--- src/rtl/uart_ctrl_pkg.sv ---
// Shared UART controller constants and types, used by the TX FIFO and
// reused by the RX FIFO.
package uart_ctrl_pkg;

  localparam int UART_FIFO_DEPTH = 16;
  localparam int UART_DATA_W     = 8;

  typedef logic [4:0] uart_fifo_cnt_t;

endpackage

--- src/rtl/uart_ctrl_fifo_mem.sv ---
// FIFO storage: DEPTH x DATA_W register array with a synchronous write port
// and an asynchronous read port. Contents are intentionally never reset.
module uart_ctrl_fifo_mem #(
  parameter int DATA_W = 8,
  parameter int DEPTH  = 16,
  parameter int AW     = 4
) (
  input  logic              clock,
  input  logic              we,
  input  logic [AW-1:0]     waddr,
  input  logic [DATA_W-1:0] wdata,
  input  logic [AW-1:0]     raddr,
  output logic [DATA_W-1:0] rdata
);

  logic [DATA_W-1:0] mem [DEPTH];

  always_ff @(posedge clock) begin
    if (we) mem[waddr] <= wdata;
  end

  assign rdata = mem[raddr];

endmodule

--- src/rtl/uart_ctrl_tx_fifo.sv ---
// UART transmit FIFO, first-word-fall-through, with live occupancy and a
// sticky overflow flag. Pointer/count logic is shared in shape with the RX FIFO.
module uart_ctrl_tx_fifo
  import uart_ctrl_pkg::*;
#(
  parameter int  DATA_W = UART_DATA_W,
  parameter int  DEPTH  = UART_FIFO_DEPTH,
  localparam int AW     = $clog2(DEPTH)
) (
  input  logic              clock,
  input  logic              reset,
  input  logic              clr,
  input  logic              wr_en,
  input  logic [DATA_W-1:0] wr_data,
  input  logic              rd_en,
  output logic [DATA_W-1:0] rd_data,
  output logic              empty,
  output logic              full,
  output logic [AW:0]       fifo_ptr,
  output logic              overflow,
  input  logic              ovf_clr
);

  logic [AW-1:0] wptr;
  logic [AW-1:0] rptr;
  logic [AW:0]   cnt;
  logic          push_acc;
  logic          pop_acc;

  // Flags decode only the registered count, so wr_en/rd_en never reach them.
  assign empty    = (cnt == '0);
  assign full     = (cnt == (AW+1)'(DEPTH));
  assign fifo_ptr = cnt;

  assign push_acc = wr_en && !full  && !clr;
  assign pop_acc  = rd_en && !empty && !clr;

  // DEPTH is a power of two, so the pointers wrap by natural overflow.
  always_ff @(posedge clock) begin
    if (reset || clr) begin
      wptr <= '0;
      rptr <= '0;
      cnt  <= '0;
    end else begin
      if (push_acc) wptr <= wptr + 1'b1;
      if (pop_acc)  rptr <= rptr + 1'b1;
      case ({push_acc, pop_acc})
        2'b10:   cnt <= cnt + 1'b1;
        2'b01:   cnt <= cnt - 1'b1;
        default: cnt <= cnt;
      endcase
    end
  end

  // A dropped push outranks a simultaneous LSR read so the event is not lost.
  always_ff @(posedge clock) begin
    if (reset)                         overflow <= 1'b0;
    else if (wr_en && full && !clr)    overflow <= 1'b1;
    else if (ovf_clr)                  overflow <= 1'b0;
  end

  uart_ctrl_fifo_mem #(
    .DATA_W (DATA_W),
    .DEPTH  (DEPTH),
    .AW     (AW)
  ) u_mem (
    .clock (clock),
    .we    (push_acc && !reset),
    .waddr (wptr),
    .wdata (wr_data),
    .raddr (rptr),
    .rdata (rd_data)
  );

endmodule
--- config.mk ---
export PLATFORM = sky130hd
export DESIGN_NAME = uart_ctrl_tx_fifo
export DESIGN_NICKNAME = d
export VERILOG_FILES = /design/src/rtl/uart_ctrl_pkg.sv /design/src/rtl/uart_ctrl_fifo_mem.sv /design/src/rtl/uart_ctrl_tx_fifo.sv
export SDC_FILE = /design/constraint.sdc
export NUM_CORES = 1
export LEC_CHECK = 0
export BUFFER_PORTS_ARGS = -buffer_cell sky130_fd_sc_hd__buf_2
export CELL_PAD_IN_SITES_DETAIL_PLACEMENT = 0
export CELL_PAD_IN_SITES_GLOBAL_PLACEMENT = 1
export CORE_MARGIN = 5
export CORE_UTILIZATION = 47
export DETAILED_ROUTE_END_ITERATION = 7
export HOLD_SLACK_MARGIN = 0.1
export PLACE_DENSITY_LB_ADDON = 0.25
export SYNTH_ARGS = -nofsm -noshare
export SYNTH_HDL_FRONTEND = slang
export SYNTH_HIERARCHICAL = 1
export SYNTH_SLANG_ARGS = --single-unit
--- constraint.sdc ---
create_clock -name clock -period 2.74 [get_ports clock]
set_input_delay 0.411 -clock clock [delete_from_list [all_inputs] [get_ports clock]]
set_output_delay 0.411 -clock clock [all_outputs]
set_load 0.02 [all_outputs]
==> impl_metrics.yaml <==
outcome:
  status: "finished clean"
power:
  p_per_area_nw_per_um2: 696.2
  power.leakage_nw: 2.292
  ir_worst_vdd_mv: 0.3001
finish:
  fin_cells: 522
  nNetsFinal: 384
  seq_area_um2: 4125
  areaGrowthSynthToFinish_pct: 17.37
  antenna_cells: 0
  fillers: 936
  multi_input_area_um2: 1528
  layout-drive-gt1-share_pct: 28.53
synthesis:
  synth.cell_area_um2: 5749
  synth.most_common_cell: "edfxtp_1"
  yosysWarnings: 6
  synth_nets: 326
  ys_top_cells_by_count: "128 x edfxtp_1, 29 x nor2_1, 18 x mux4_2, 16 x a22oi_1"
  synth_top_area_cell: "edfxtp_1"
  ys_types: 42
  ys_top_cells_by_area: "edfxtp_1 67%, mux4_2 7.1%, mux4_1 6.4%, dfxtp_1 4.9%, a22oi_1 2.1%"
  async_flop_share_pct: 0
  synth_cells: 305
  ys_seq_area_share_pct: 71.73
  synthFlopType: "edfxtp_1"
  synth_edf_count: 128
  syn_avg_cell_area_um2: 18.85
  synth_top_area_share_pct: 66.86
  ys_ff_latch: 142
setup_path:
  crit_buf_inv: 2
  path_max_fanout: 35
  critPathSlowestCell: "mux4_1"
  path_delay_family: "multiplexers"
  cp.required_ns: 2.33
  cp-start-kind: "flip-flop"
  max_stage_delay_ns: 0.61
  worst_setup_path_end_kind: "primary output"
  path_cells: "buf_12 -> mux4_1 -> a22oi_1 -> nand2_1 -> buf_2"
  crit_type: "reg2out"
  worstPathArrival_ns: 2.20
floorplanning:
  die_area_um2: 14540
  die_width_um: 120.6
  die_h_um: 120.6
  io-pin-count: 30
  row_count: 40
  initial_core_util_pct: 47.86
  core_um2: 12010
run:
  maxCapViolations: 0
timing:
  worstMarginPinSlew_ns: 0.4775
  tns_ns: 0
  fmax_mhz: 383.3
  post-route-period-util_pct: 95.23
  maxSlewHeadroom_pct: 68.05
  period_needed_ns: 2.609
  skew_ns: 0.008298
  setup_viol: 0
  hold_viol_final: 0
  maxSlewViolCount: 0
  rsz0062_at_grt: "false"
place:
  io_buffer_count: 29
  dp.final_hpwl_mm: 6.933
  globalplace.congestion: 0.7614
  place_inst: 491
clocking:
  insertion_delay_ns: 0.41
  cts_buffer_depth: 2
  cts.sinks: 142
  cts_tree: "done"
  cts_hold_buf: 0
  clkTransAtPathRegs_ns: 0.05
  cts_resized: 0
  postCtsSetupRepairBufs: 0
  cts_buffers: 17
  cts_root_buf: "clkbuf_16"
  cts_htree_levels: 4
min_path:
  hold_class: "in2reg"
global_routing:
  grt_pass1_vias: 3101
  grt_pass1_wl_mm: 17.31
  grt_max_degree: 36
  antenna_found_initial: 1
  grt_util_all_layers_pct: 16.37
  grt_overflow: 0
detailed_routing:
  vias_per_cell: 5.592
  drt_iter0_drc: 183
  antenna_left: 0
  first_pass_iters: 4
  wl_mm: 11.02
  drc: 0
  vias: 2919
  wire_per_inst_um: 21.11
[cell families (layout without fill, tap and decap cells)]
kind of cell	count (synthesis)	after routing	share of synthesized area, %
xor gates and xnor gates	6	6	0.9142
AOI/OAI and AO/OA	31	31	3.939
muxes	35	35	13.97
and+or+nand+nor	70	70	6.007
adders and majority gates	7	7	1.654
DFF	142	142	71.73
buffers and inverters	14	84	1.784
[where the power goes]
group	internal (W)	total, W	switching [W]
clock network	0.00141	0.00222	0.000816
registers	0.00236	0.00237	0.00000458
logic	0.0000384	0.000108	0.0000692
total	0.00381	0.00470	0.000889
[metal layers]
layer	share of wire, %	vias to the layer above	track usage (%)
met5	0.12	-	0
met4	2.0	2	6.303
met3	5.8	20	4.677
met2	48	58	25.95
met1	44	1477	21.54
li1	-	1362	-
[metrics by stage]
stage	util [%]	setup slack [ns]	total power, W	hold WS [ns]	area [µm²]
finish	56.18	0.1308	0.004698	0.2134	6748
floorplan	-	0.1796	0.002467	0.4801	5754
global placement	51.38	0.2641	0.002520	0.4571	6171
global route	56.18	0.009315	0.004838	0.2104	6748
CTS	56.18	0.08789	0.004745	0.1999	6748
detailed placement	51.38	0.2119	0.002523	0.4718	6171
[state kept, by name, indices dropped and copies added (netlist names)]
register	cells
u_mem/mem	128
fifo_ptr	5
rptr	4
wptr	4
overflow	1
[worst paths after layout]
path | startpoint | end | slack [ns] | cells after the start
worst max register to register | fifo_ptr[0] | fifo_ptr[4] | 0.20 | 9
worst min-delay path | reset | overflow | 0.21 | 2
worst max-delay path | rptr[0] | rd_data[1] | 0.13 | 5
worst min register to register | overflow | overflow | 0.48 | 2
[placed cells by master, fill, tap and decap left out, types with 4 or more instances in the layout]
cell type,netlist,final
edfxtp_1,128,128
nor2_1,29,29
buf_2,3,29
buf_4,1,22
mux4_2,18,18
clkbuf_16,0,17
a22oi_1,16,16
mux4_1,14,14
dfxtp_1,14,13
nand2_1,12,12
a21oi_1,6,6
nand3_1,6,6
ha_1,6,6
nand2b_1,4,4
clkinvlp_4,0,4
clkinv_2,0,4
[area by class of cell]
type	count	area share [%]
clock buffers	17	6.304
inverters	1	0.05563
multi-input cells	149	22.64
well taps	147	2.726
clock inverters	14	2.244
repair buffers	52	4.895
flip-flops and latches	142	61.13
(Power assumes the default switching activity.)
